==> src/rtl/stream_mux_nch_pkg.sv <==
// Shared constants and helpers for the N:1 registered stream multiplexer.
package stream_mux_pkg;

   localparam logic MODE_FIXED = 1'b0;
   localparam logic MODE_RR    = 1'b1;

   function automatic int unsigned wrap_inc(
      input int unsigned ptr,
      input int unsigned n
   );
      return (ptr + 1 >= n) ? 0 : ptr + 1;
   endfunction

endpackage

==> src/rtl/stream_mux_nch_if.sv <==
// Bundle of channel inputs, control and consumer port of the stream mux.
interface stream_mux_nch_if #(
   parameter int WIDTH = 8,
   parameter int NCH   = 4
);
   localparam int SELW = (NCH > 1) ? $clog2(NCH) : 1;

   logic [NCH*WIDTH-1:0] A_DATA;
   logic [NCH-1:0]       A_VALID;
   logic [NCH-1:0]       A_READY;
   logic [SELW-1:0]      SL;
   logic                 MODE;
   logic [WIDTH-1:0]     Z;
   logic                 Z_VALID;
   logic                 Z_READY;
   logic [SELW-1:0]      Z_CH;

   modport master (
      output A_DATA, A_VALID, SL, MODE, Z_READY,
      input  A_READY, Z, Z_VALID, Z_CH
   );

   modport slave (
      input  A_DATA, A_VALID, SL, MODE, Z_READY,
      output A_READY, Z, Z_VALID, Z_CH
   );

endinterface

==> src/rtl/stream_mux_nch_rr_pick.sv <==
// Rotating-priority encoder: first set request at or after the start index.
module stream_mux_rr_pick #(
   parameter int NCH  = 4,
   parameter int SELW = 2
) (
   input  logic [NCH-1:0]  req_i,
   input  logic [SELW-1:0] start_i,
   output logic            found_o,
   output logic [SELW-1:0] idx_o
);

   int j;

   // Scan from the far end so the nearest request to start_i wins last.
   always_comb begin
      found_o = 1'b0;
      idx_o   = '0;
      j       = 0;
      for (int k = NCH - 1; k >= 0; k--) begin
         j = int'(start_i) + k;
         if (j >= NCH) j = j - NCH;
         if (req_i[j]) begin
            found_o = 1'b1;
            idx_o   = SELW'(j);
         end
      end
   end

endmodule

==> src/rtl/stream_mux_nch.sv <==
// N:1 registered stream mux with fixed-select or round-robin grant.
module stream_mux_nch
   import stream_mux_pkg::*;
#(
   parameter int WIDTH = 8,
   parameter int NCH   = 4
) (
   input logic              CK,
   input logic              R,
   stream_mux_nch_if.slave  io
);

   localparam int SELW = (NCH > 1) ? $clog2(NCH) : 1;

   logic [WIDTH-1:0] z_q, z_d;
   logic             zv_q, zv_d;
   logic [SELW-1:0]  zch_q, zch_d;
   logic [SELW-1:0]  ptr_q, ptr_d;

   logic             ld;
   logic [SELW-1:0]  g;
   logic             gv;
   logic             rr_found;
   logic [SELW-1:0]  rr_idx;
   logic [NCH-1:0]   a_ready;
   logic             xfer;
   logic [WIDTH-1:0] a_sel;

   stream_mux_rr_pick #(
      .NCH  (NCH),
      .SELW (SELW)
   ) u_pick (
      .req_i   (io.A_VALID),
      .start_i (ptr_q),
      .found_o (rr_found),
      .idx_o   (rr_idx)
   );

   always_comb begin
      ld = !zv_q | io.Z_READY;
      g  = '0;
      gv = 1'b0;
      unique case (io.MODE)
         MODE_RR: begin
            g  = rr_idx;
            gv = rr_found;
         end
         default: begin
            g  = io.SL;
            gv = int'(io.SL) < NCH;
         end
      endcase
   end

   // Ready is only ever raised on the granted lane, and never in reset.
   always_comb begin
      a_ready = '0;
      a_sel   = '0;
      for (int i = 0; i < NCH; i++) begin
         if (g == SELW'(i)) begin
            a_ready[i] = !R && gv && ld;
            a_sel      = io.A_DATA[i*WIDTH +: WIDTH];
         end
      end
      xfer = |(io.A_VALID & a_ready);
   end

   always_comb begin
      z_d   = z_q;
      zv_d  = zv_q;
      zch_d = zch_q;
      ptr_d = ptr_q;
      if (xfer) begin
         z_d   = a_sel;
         zv_d  = 1'b1;
         zch_d = g;
         if (io.MODE == MODE_RR)
            ptr_d = SELW'(wrap_inc(32'(g), 32'(NCH)));
      end else if (zv_q && io.Z_READY) begin
         zv_d = 1'b0;
      end
   end

   always_ff @(posedge CK or posedge R) begin
      if (R) begin
         z_q   <= '0;
         zv_q  <= 1'b0;
         zch_q <= '0;
         ptr_q <= '0;
      end else begin
         z_q   <= z_d;
         zv_q  <= zv_d;
         zch_q <= zch_d;
         ptr_q <= ptr_d;
      end
   end

   assign io.A_READY = a_ready;
   assign io.Z       = z_q;
   assign io.Z_VALID = zv_q;
   assign io.Z_CH    = zch_q;

endmodule
==> src/flat_wrapper.sv <==
// flat-port wrapper written by rule: the top's interface ports become plain ports
module stream_mux_nch_flat import stream_mux_pkg::*;
#(
   parameter int WIDTH = 8,
   parameter int NCH   = 4
)
  (CK, R, io_A_DATA, io_A_VALID, io_SL, io_MODE, io_Z_READY, io_A_READY, io_Z, io_Z_VALID, io_Z_CH);
  stream_mux_nch_if #(.WIDTH(WIDTH), .NCH(NCH)) io_i ();
  input logic CK;
  input logic R;
  input wire logic [$bits(io_i.A_DATA)-1:0] io_A_DATA;
  input wire logic [$bits(io_i.A_VALID)-1:0] io_A_VALID;
  input wire logic [$bits(io_i.SL)-1:0] io_SL;
  input wire logic [$bits(io_i.MODE)-1:0] io_MODE;
  input wire logic [$bits(io_i.Z_READY)-1:0] io_Z_READY;
  output wire logic [$bits(io_i.A_READY)-1:0] io_A_READY;
  output wire logic [$bits(io_i.Z)-1:0] io_Z;
  output wire logic [$bits(io_i.Z_VALID)-1:0] io_Z_VALID;
  output wire logic [$bits(io_i.Z_CH)-1:0] io_Z_CH;
  assign io_i.A_DATA = io_A_DATA;
  assign io_i.A_VALID = io_A_VALID;
  assign io_i.SL = io_SL;
  assign io_i.MODE = io_MODE;
  assign io_i.Z_READY = io_Z_READY;
  assign io_A_READY = io_i.A_READY;
  assign io_Z = io_i.Z;
  assign io_Z_VALID = io_i.Z_VALID;
  assign io_Z_CH = io_i.Z_CH;
  stream_mux_nch #(.WIDTH(WIDTH), .NCH(NCH)) u_core (.CK(CK), .R(R), .io(io_i));
endmodule
==> config.mk <==
export PLATFORM = sky130hd
export DESIGN_NAME = stream_mux_nch_flat
export DESIGN_NICKNAME = d
export VERILOG_FILES = /design/src/rtl/stream_mux_nch_pkg.sv /design/src/rtl/stream_mux_nch_if.sv /design/src/rtl/stream_mux_nch_rr_pick.sv /design/src/rtl/stream_mux_nch.sv /design/src/flat_wrapper.sv
export SDC_FILE = /design/constraint.sdc
export NUM_CORES = 1
export LEC_CHECK = 0
export ABC_AREA = 1
export BUFFER_PORTS_ARGS = -buffer_cell sky130_fd_sc_hd__buf_2
export CAP_MARGIN = 20
export CORE_MARGIN = 5
export CORE_UTILIZATION = 30
export CTS_CLUSTER_DIAMETER = 50
export DETAILED_ROUTE_END_ITERATION = 7
export HOLD_SLACK_MARGIN = 0.08
export PLACE_DENSITY = 0.6
export RECOVER_POWER = 25
export REMOVE_ABC_BUFFERS = 1
export SLEW_MARGIN = 15
export SYNTH_ARGS = -nofsm -noshare
export SYNTH_HDL_FRONTEND = slang
export SYNTH_SLANG_ARGS = --single-unit
==> constraint.sdc <==
create_clock -name CK -period 2.2 [get_ports CK]
set_input_delay 0.11 -clock CK [delete_from_list [all_inputs] [get_ports CK]]
set_output_delay 0.11 -clock CK [all_outputs]
set_load 0.02 [all_outputs]
==> summary.md, run 1 <==
| Metric | Value |
|---|---|
| Rows | 22 |
| Number of global-route vias before repair | 1462 |
| Synth-to-layout area growth | 80.1% |
| Fin cells | 313 |
| Setup violators final | 17 |
| Critical path class | register to register |
| Pre-Repair DR Iteration Count | 4 |
| Worst hold slack | 0.187 ns |
| CTS Root Cell | clkbuf_8 |
| Nets | 312 |
| CP startpoint | u_core.ptr_q[0] |
| Yosys cell types | 21 |
| Initial core utilization | 30.9% |
| Crit path DAT | 2.50 ns |
| Post-layout instance area | 0.00203 mm² |
| WL final | 4020 µm |
| Worst slew pin tran | 0.512 ns |
| Die W | 71.4 µm |
| Crit. End Element | register |
| CTS tree | yes |
| Post-DP Area | 0.00161 mm² |
| Area of the core | 0.00366 mm² |
| Clock tree buffer depth | 2 |
| Initial DRC Count | 42 |
| Setup Skew | 0.00648 ns |
| Hold Path Class | input port to register |
| Filler instances | 344 |
| Die Span Y | 71.4 µm |
| Fin crit period | 2.32 ns |
| Setup TNS Final | -1.45 ns |
| CP Max Fanout | 7 |
| Post-Syn Area | 0.00113 mm² |
| CP Buf/Inv Count | 3 |
| RSZ-0062 raised after global routing | yes |
| # DRC | 0 |
| Highest clock rate | 430 MHz |
| Post-Synthesis Cells | 178 |
| Worst-path clk slew | 0.06 ns |
| Mean Syn Cell Area | 6.35 µm² |
| Slew Limit Fails | 0 |
| Max-Cap Viols | 0 |
| # H-tree levels | 1 |
| Routed vias | 1492 |
| Sequential share of the synthesized area | 28.8% |
| Port Buffers | 56 |
| Die Area | 0.00509 mm² |
| Initial antenna violation count | 0 |
| CP cell instances | buf_4, nand2_4, nand2_1, nand2_2, nand3_2, nand2_1, nand2_1, nand3_2, o21ai_4, buf_6, ha_4, nand4_1, nand2_2, nor2_4, buf_4, nand2_1, nand2_1 |
| RD Place Congestion | 0.806 |
| Failing checks | negative setup slack |
| Slowest CP cell | dfrtp_2 |
| Sequential cell area | 327 µm² |
| First-pass GRT wire length | 6420 µm |
| P_leak | 1.04 nW |
| Power, Total | 2.69 mW |
| Final hold vios | 0 |
| Antenna fix cells | 0 |
| Outcome | complete, but fails checks |
| CTS Sinks | 13 |
| Num ports | 57 |
| VDD IR max | 0.455 mV |
| Area of the multi-input gates | 911 µm² |
| Pin count of the biggest net entering global routing | 17 |
| Rel. slew slack | 65.8% |
| Antenna Nets Post-Route | 0 |
| Gr usage total | 15.6% |
| Pwr per Cell Area | 1320 mW/mm² |
| Hold wc startpoint | io_A_DATA[31] |
| CTS buffer count | 3 |
| Synth Register Bits | 13 |
| Total congestion overflow | 0 |
| Avg Vias per Cell | 4.77 |
| Placed Instances | 297 |
| Final period util | 106% |
| Crit-path max cell delay | 0.46 ns |
| Synth warnings | 0 |
| Final WS setup | -0.124 ns |
| Skew-Pair Late Insertion Delay | 0.24 ns |
| Post-DP HPWL | 2870 µm |
| Routed WL per cell | 12.8 µm |
| CP Launch Type | register |
| Worst path required time | 2.38 ns |
| Worst r2r src | u_core.ptr_q[0] |
| CP top delay family | simple AND/OR/NAND/NOR gates |
| CP dominant cell by count | nand2_1 |
| Share of cells above drive strength 1 | 54.0% |
==> through the flow <==
stage | util (%) | setup WS, ns
CTS | 51.4 | -0.00230
global placement | 44.1 | -0.216
global route | 55.6 | -0.238
finish | 55.6 | -0.124
floorplan | - | -0.247
detailed placement | 44.1 | -0.213
==> state kept, by name, indices dropped and copies added (netlist names) <==
register / flops
u_core.io.Z: 8
u_core.ptr_q: 2
u_core.io.Z_CH: 2
u_core.io.Z_VALID: 1
==> tightest hold or removal path, delay by kind of cell <==
family          cells  cell delay (ns)
buf+inv             1             0.08
simple gates        3             0.15
compound gates      1             0.07
==> layer usage <==
| metal | vias to the layer above | routed length, µm | track usage (%) |
|---|---|---|---|
| li1 | 750 | - | - |
| met1 | 672 | 1550 | 18.7 |
| met4 | 0 | 108 | 7.10 |
| met5 | - | 0 | 0 |
| met3 | 10 | 269 | 2.95 |
| met2 | 60 | 2090 | 26.9 |
==> synthesized netlist by cell type, drive strengths merged <==
library cell | instances | area [µm²]
buf | 4 | 35.0
o21ai | 21 | 109
clkbuf | 3 | 11.3
o21bai | 1 | 7.51
nand2 | 78 | 313
a21oi | 9 | 45.0
nand4 | 6 | 37.5
inv | 14 | 55.1
nand3 | 14 | 82.6
clkinv | 1 | 3.75
ha | 4 | 50.1
nor2 | 10 | 55.1
dfrtp | 13 | 325
==> power by group <==
part / leakage [nW] / switching (mW) / internal, mW
clock network: 0.0228 / 0.0845 / 0.128
logic: 0.849 / 1.12 / 0.930
registers: 0.164 / 0.0774 / 0.346
==> cell families after synthesis <==
family / Yosys count / synth area share (%)
compound gates: 31 / 14.3
fa+ha+maj: 4 / 4.43
buf+inv: 22 / 9.30
flops: 13 / 28.8
simple gates: 108 / 43.2
==> layout make-up <==
class                      count  area share (%)
multi-input combinational    143            44.8
clock buffer                   4            2.21
inverter                      15            3.51
sequential                    13            16.1
tap                           48            2.95
timing repair buffer          90            30.5
==> cell usage in the layout (no fill, tap or decap) <==
| cell | count |
|---|---|
| clkinv_4 | 2 |
| ha_4 | 4 |
| o21ai_1 | 9 |
| o21ai_4 | 1 |
| nand2_2 | 17 |
| dfrtp_2 | 1 |
| nand3_1 | 8 |
| clkbuf_8 | 3 |
| nor2_1 | 4 |
| nand3_4 | 2 |
| dfrtp_1 | 12 |
| o21ai_0 | 8 |
| nand4_1 | 6 |
| buf_4 | 22 |
| buf_8 | 2 |
| buf_6 | 10 |
| clkbuf_1 | 7 |
| nand2_1 | 54 |
| inv_1 | 8 |
| nor2_4 | 3 |
| nand3_2 | 4 |
| o21bai_1 | 1 |
| nand2_4 | 7 |
| a21oi_2 | 6 |
| inv_4 | 2 |
| buf_12 | 2 |
| inv_2 | 3 |
| dlygate4sd3_1 | 2 |
| a21oi_1 | 3 |
| o21ai_2 | 3 |
| nor2_2 | 3 |
| buf_2 | 46 |
==> final timing paths <==
path / end / slack, ns / cells past startpoint
setup / recovery: u_core.io.Z[2] / -0.12 / 17
hold / removal: u_core.io.Z[7] / 0.19 / 5
setup reg to reg: u_core.io.Z[2] / -0.12 / 17
hold reg to reg: u_core.io.Z[1] / 0.48 / 2
max in group asynchronous: u_core.ptr_q[0] / 1.37 / 3
min in group asynchronous: u_core.io.Z[7] / 0.47 / 3
==> timing repair <==
| action | CTS | global route |
|---|---|---|
| setup endpoints to repair | 17 | 17 |
| pin swaps | 18 | 26 |
| buffers inserted | 5 | 5 |
| cloned | 0 | 0 |
| hold buffers | 2 | 0 |
| endpoints found under the hold margin | 14 | 0 |
| resized for setup | 56 | 36 |
(Power assumes the default switching activity.)
==> inputs of run 2 (changes only) <==
==> constraint.sdc (replaced) <==
create_clock -name CK -period 2.2 [get_ports CK]
set_input_delay 0.33 -clock CK [delete_from_list [all_inputs] [get_ports CK]]
set_output_delay 0.33 -clock CK [all_outputs]
set_load 0.02 [all_outputs]
==> summary.md, run 2 (synthesized netlist as in run 1, its figures left out) <==
| Metric | Value |
|---|---|
| First-pass GRT wire length | 6220 µm (-3.2%) |
| Pint | 1.37 mW (-2.0%) |
| Post-Route Utilization | 55.2% (-0.41 points) |
| Total net switching power | 1.26 mW (-2.1%) |
| # H-tree levels | 1 (unchanged) |
| Highest clock rate | 422 MHz (-2.0%) |
| Synth-to-layout area growth | 78.7% |
| Combinational power share | 75.8% (-0.6 points) |
| Fin crit period | 2.37 ns (+0.0486 ns) |
| Pwr per Cell Area | 1300 mW/mm² (-1.3%) |
| Gr usage total | 14.8% (-0.85 points) |
| Number of global-route vias before repair | 1476 (+0.96%) |
| Final WS setup | -0.172 ns (-0.0486 ns) |
| Net Sw Frac | 47.8% (about the same) |
| Skew-Pair Late Insertion Delay | 0.24 ns (about the same) |
| FF-to-FF setup slack | -0.17 ns (-0.05 ns) |
| Initial core utilization | 30.9% (unchanged) |
| Fin cells | 315 (+0.64%) |
| Final hold vios | 0 (unchanged) |
| Worst-path clk slew | 0.06 ns (about the same) |
| VDD IR max | 0.514 mV (+13%) |
| Die Area | 0.00509 mm² (unchanged) |
| Antenna fix cells | 0 (unchanged) |
| Nets | 314 (+0.64%) |
| RD Place Congestion | 0.789 (-2.1%) |
| Seq pwr share | 16.2% (+0.5 points) |
| CP Max Fanout | 7 (unchanged) |
| Max reg flops | 8 (unchanged) |
| Rel. slew slack | 67.1% (+1.3 points) |
| Crit-path max cell delay | 0.46 ns (about the same) |
| Most common cell after layout, fill and taps aside | buf_2 |
| CTS buffer count | 3 (unchanged) |
| CTS Sinks | 13 (unchanged) |
| Worst path required time | 2.38 ns (about the same) |
| Setup violators final | 17 (unchanged) |
| Die Span Y | 71.4 µm (unchanged) |
| Filler instances | 368 (+7.0%) |
| Total congestion overflow | 0 (unchanged) |
| CP Buf/Inv Count | 4 (+1) |
| Num ports | 57 (unchanged) |
| WL final | 4100 µm (+2.0%) |
| Slew Limit Fails | 0 (unchanged) |
| Power, Total | 2.63 mW (-2.1%) |
| Failing checks | negative setup slack |
| Post-DP Area | 0.00162 mm² (+0.15%) |
| Routed WL per cell | 13.0 µm (+1.3%) |
| Worst slew pin tran | 0.493 ns (-0.0188 ns) |
| Share of cells above drive strength 1 | 57.7% (+3.7 points) |
| # DRC | 0 (unchanged) |
| Area of the core | 0.00366 mm² (unchanged) |
| Clock tree buffer depth | 2 (unchanged) |
| Outcome | complete, but fails checks |
| Pin count of the biggest net entering global routing | 17 (unchanged) |
| Worst hold slack | 0.115 ns (-0.0726 ns) |
| Antenna Nets Post-Route | 0 (unchanged) |
| CP Launch Type | register |
| Crit. End Element | register |
| CTS Root Cell | clkbuf_8 |
| Max-Cap Viols | 0 (unchanged) |
| Rows | 22 (unchanged) |
| Setup Skew | 0.00436 ns (-0.00211 ns) |
| CP cell instances | inv_4, nand2_2, nand2_2, nand2_2, nand2_2, nand3_2, nand3_2, nand3_2, o21ai_4, inv_4, ha_4, buf_6, nand4_1, nand2_2, nor2_4, clkbuf_16, nand2_2, nand2_1 |
| Avg Vias per Cell | 4.67 (-2.1%) |
| CP dominant cell by count | nand2_2 |
| Pre-Repair DR Iteration Count | 4 (unchanged) |
| Hold Path Class | input port to asynchronous set/reset pin |
| Most frequent cells in the layout | buf_2 (52), nand2_1 (49), buf_4 (28), nand2_2 (27), dfrtp_1 (12) |
| Post-layout instance area | 0.00202 mm² (-0.74%) |
| Slowest CP cell | dfrtp_2 |
| CTS tree | yes |
| Placed Instances | 299 (+0.67%) |
| Sequential cell area | 327 µm² (unchanged) |
| Area of the multi-input gates | 886 µm² (-2.7%) |
| Initial DRC Count | 39 (-7.1%) |
| Setup TNS Final | -2.37 ns (-0.921 ns) |
| CP top delay family | simple AND/OR/NAND/NOR gates |
| P_leak | 1.06 nW (+2.4%) |
| Dpl ws | -0.216 ns (-0.00328 ns) |
| Crit path DAT | 2.55 ns (+0.05 ns) |
| Post-DP HPWL | 2810 µm (-2.4%) |
| # hold bufs at CTS | 0 (-2) |
| RSZ-0062 raised after global routing | yes |
| Port Buffers | 56 (unchanged) |
| Critical path class | register to register |
| Initial antenna violation count | 0 (unchanged) |
| Die W | 71.4 µm (unchanged) |
| Final period util | 108% (+2.2 points) |
| Routed vias | 1470 (-1.5%) |
| Clk pwr share | 7.9% (about the same) |
==> run 2: cell types whose count changed in the layout (fill, tap and decap cells not counted), moves of 4 or more <==
cell	change
nand2_4	-4
a21oi_1	+4
clkbuf_1	-6
buf_4	+6
nand2_2	+10
buf_2	+6
nand2_1	-5
a21oi_2	-4
==> run 2: power groups by stage <==
| stage | Clock (mW) | Combinational, mW | Sequential (mW) |
|---|---|---|---|
| floorplan | 0 | 0.763 | 0.520 |
| global placement | 0 | 1.43 | 0.419 |
| detailed placement | 0 | 1.44 | 0.418 |
| CTS | 0.212 | 1.76 | 0.420 |
| global route | 0.225 | 2.19 | 0.444 |
| finish | 0.209 | 2.00 | 0.428 |
==> run 2: routing by layer <==
layer	vias up	wire length, µm	track usage (%)
met5	-	0	0
met4	0	23	1.88
met3	2	224	3.23
met2	51	2220	27.6
met1	664	1640	17.6
li1	753	-	-
==> run 2: worst paths after layout <==
kind	end	startpoint	depth (start not counted)
setup / recovery	u_core.io.Z[5]	u_core.ptr_q[0]	18
hold / removal	u_core.io.Z_VALID	R	2
setup reg to reg	u_core.io.Z[5]	u_core.ptr_q[0]	18
hold reg to reg	u_core.io.Z[1]	u_core.io.Z[1]	2
max in group asynchronous	u_core.ptr_q[0]	R	2
min in group CK	u_core.io.Z_VALID	io_Z_READY	2
==> run 2: final cells by class <==
type / instances / area share, %
Multi-Input combinational cell: 144 / 43.9
Inverter: 15 / 3.78
Clock buffer: 4 / 2.23
Sequential cell: 13 / 16.2
Timing Repair Buffer: 91 / 31.0
Tap cell: 48 / 2.97
==> run 2: worst reg2reg max path: cells and delay by family, from the launching register on <==
| family | cells | cell delay (ns) |
|---|---|---|
| and+or+nand+nor | 12 | 1.07 |
| AOI/OAI and AO/OA | 1 | 0.11 |
| buffers and inverters | 4 | 0.50 |
| DFF | 1 | 0.46 |
| adders and majority gates | 1 | 0.18 |
==> run 2: timing repair <==
item                       CTS  global route
setup endpoints to repair   17            17
pin swaps                   18            33
cloned                       0             2
buffers inserted             6             4
resized for setup           54            29
==> inputs of run 3 (changes only) <==
--- a/config.mk
+++ b/config.mk
@@ -8,7 +8,7 @@
 export ABC_AREA = 1
 export BUFFER_PORTS_ARGS = -buffer_cell sky130_fd_sc_hd__buf_2
 export CAP_MARGIN = 20
-export CORE_MARGIN = 5
+export CORE_MARGIN = 2
 export CORE_UTILIZATION = 30
 export CTS_CLUSTER_DIAMETER = 50
 export DETAILED_ROUTE_END_ITERATION = 7
==> summary.md, run 3 (synthesized netlist as in run 1, its figures left out) <==
| Metric | Value |
|---|---|
| Outcome | complete, but fails checks |
| Failing checks | negative setup slack |
| Cell depth of the worst setup path | 15 (-3) |
| Worst r2r src | u_core.ptr_q[0] |
| Final hold vios | 0 (unchanged) |
| Die Area | 0.00427 mm² (-16%) |
| Pin count of the biggest net entering global routing | 17 (unchanged) |
| Max reg flops | 8 (unchanged) |
| CTS tree | yes |
| Total congestion overflow | 0 (unchanged) |
| Most common cell after layout, fill and taps aside | nand2_1 |
| CP Launch Type | register |
| Pwr per Cell Area | 1310 mW/mm² (+0.18%) |
| Initial core utilization | 31.1% (+0.23 points) |
| P_leak | 1.04 nW (-1.8%) |
| CTS Root Cell | clkbuf_8 |
| Fin cells | 314 (-0.32%) |
| Worst path required time | 1.87 ns (-0.51 ns) |
| # hold bufs at CTS | 0 (unchanged) |
| FF-to-FF setup slack | -0.14 ns (+0.03 ns) |
| Highest clock rate | 408 MHz (-3.1%) |
| Worst-path clk slew | 0.06 ns (about the same) |
| Die Span Y | 65.4 µm (-8.4%) |
| Num ports | 57 (unchanged) |
| Critical path class | register to output pin |
| Antenna fix cells | 0 (unchanged) |
| CP cell instances | inv_4, nand2_1, nand2_2, nand2_2, nand3_2, nand2_1, nand2_1, nand3_2, o21ai_4, buf_6, ha_4, buf_6, inv_2, nor2_2, buf_6 |
| Area of the core | 0.00363 mm² (-0.75%) |
| Setup violators final | 17 (unchanged) |
| Placed Instances | 298 (-0.33%) |
| Synth-to-layout area growth | 73.0% |
| Slowest CP cell | dfrtp_2 |
| Post-DP HPWL | 2750 µm (-1.8%) |
| Routed vias | 1462 (-0.54%) |
| Final WS setup | -0.249 ns (-0.0763 ns) |
| Max-Cap Viols | 0 (unchanged) |
| CTS Sinks | 13 (unchanged) |
| Worst slew pin tran | 0.503 ns (+0.00983 ns) |
| Slew Limit Fails | 0 (unchanged) |
| Final period util | 111% (+3.5 points) |
| RD Place Congestion | 0.826 (+4.7%) |
| Gr usage total | 17.2% (+2.4 points) |
| VDD IR max | 0.553 mV (+7.6%) |
| Antenna Nets Post-Route | 0 (unchanged) |
| Number of global-route vias before repair | 1388 (-6.0%) |
| Share of cells above drive strength 1 | 53.4% (-4.3 points) |
| Setup TNS Final | -2.37 ns (+0.00621 ns) |
| Rows | 22 (unchanged) |
| Crit-path max cell delay | 0.47 ns (about the same) |
| Initial DRC Count | 48 (+23%) |
| Routed WL per cell | 11.8 µm (-9.3%) |
| WL final | 3710 µm (-9.6%) |
| Nets | 313 (-0.32%) |
| Crit path DAT | 2.12 ns (-0.43 ns) |
| # H-tree levels | 1 (unchanged) |
| Most frequent cells in the layout | nand2_1 (59), buf_2 (53), buf_4 (28), nand2_2 (15) |
| First-pass GRT wire length | 5810 µm (-6.5%) |
| Power, Total | 2.55 mW (-3.1%) |
| CP Max Fanout | 8 (+1) |
| Crit. End Element | output pin |
| CTS buffer count | 3 (unchanged) |
| CP Buf/Inv Count | 5 (+1) |
| Pre-Repair DR Iteration Count | 4 (unchanged) |
| Skew-Pair Late Insertion Delay | 0.24 ns (about the same) |
| Port Buffers | 56 (unchanged) |
| Avg Vias per Cell | 4.66 (-0.23%) |
| CP top delay family | simple AND/OR/NAND/NOR gates |
| Initial antenna violation count | 0 (unchanged) |
| Filler instances | 355 (-3.5%) |
| Clock tree buffer depth | 2 (unchanged) |
| Die W | 65.4 µm (-8.4%) |
| R2r worst-path depth | 19 (+1) |
| Setup Skew | 0.00483 ns (+0.000465 ns) |
| Reg2reg end | u_core.io.Z[7] |
| Hold Path Class | input port to asynchronous set/reset pin |
| Fin crit period | 2.45 ns (+0.0763 ns) |
| RSZ-0062 raised after global routing | yes |
| # DRC | 0 (unchanged) |
| Rel. slew slack | 66.4% (-0.66 points) |
## run 3: metal layers
layer	track usage [%]	vias to the layer above	part of all wire, %
met2	31.5	51	52
met1	20.3	649	41
met4	5.21	0	1.8
li1	-	755	-
met3	2.91	7	4.6
met5	0	-	0
## run 3: repair_timing
action,4_1_cts,5_1_grt
buffers inserted,4,8
resized for setup,38,29
endpoints found under the setup margin,17,17
pin swaps,13,12
## run 3: layout make-up
cell class / count / area, µm² / share of cell area, %
inverter: 15 / 68.8 / 3.52
clock buffer: 4 / 45.0 / 2.30
timing repair buffer: 91 / 606 / 31.0
tap: 48 / 60.1 / 3.07
multi-input combinational: 143 / 847 / 43.3
sequential: 13 / 328 / 16.8
## run 3: metrics by stage
stage | util, % | worst slack [ns] | hold slack (ns) | cell area (µm²)
after floorplan | - | -0.360 | 0.207 | 1080
after global placement | 44.3 | -0.212 | 0.402 | 1610
after detailed placement | 44.3 | -0.310 | 0.402 | 1610
after CTS | 48.9 | -0.211 | 0.137 | 1780
after global routing | 53.8 | -0.369 | 0.161 | 1950
final | 53.8 | -0.249 | 0.116 | 1950
## run 3: power by group
part / internal, mW / switching, mW
Clock: 0.128 / 0.0818
Combinational: 0.869 / 1.05
Sequential: 0.347 / 0.0802
## run 3: worst max path at each step
stage | end | start | slack (ns)
2_1_floorplan | io_A_READY[1] | u_core.ptr_q[0] | -0.36
3_3_place_gp | u_core.io.Z[7] | u_core.ptr_q[0] | -0.21
3_5_place_dp | u_core.io.Z[7] | u_core.ptr_q[0] | -0.31
4_1_cts | io_A_READY[2] | u_core.ptr_q[0] | -0.21
5_1_grt | io_A_READY[0] | u_core.ptr_q[0] | -0.37
6_report | io_A_READY[0] | u_core.ptr_q[0] | -0.25
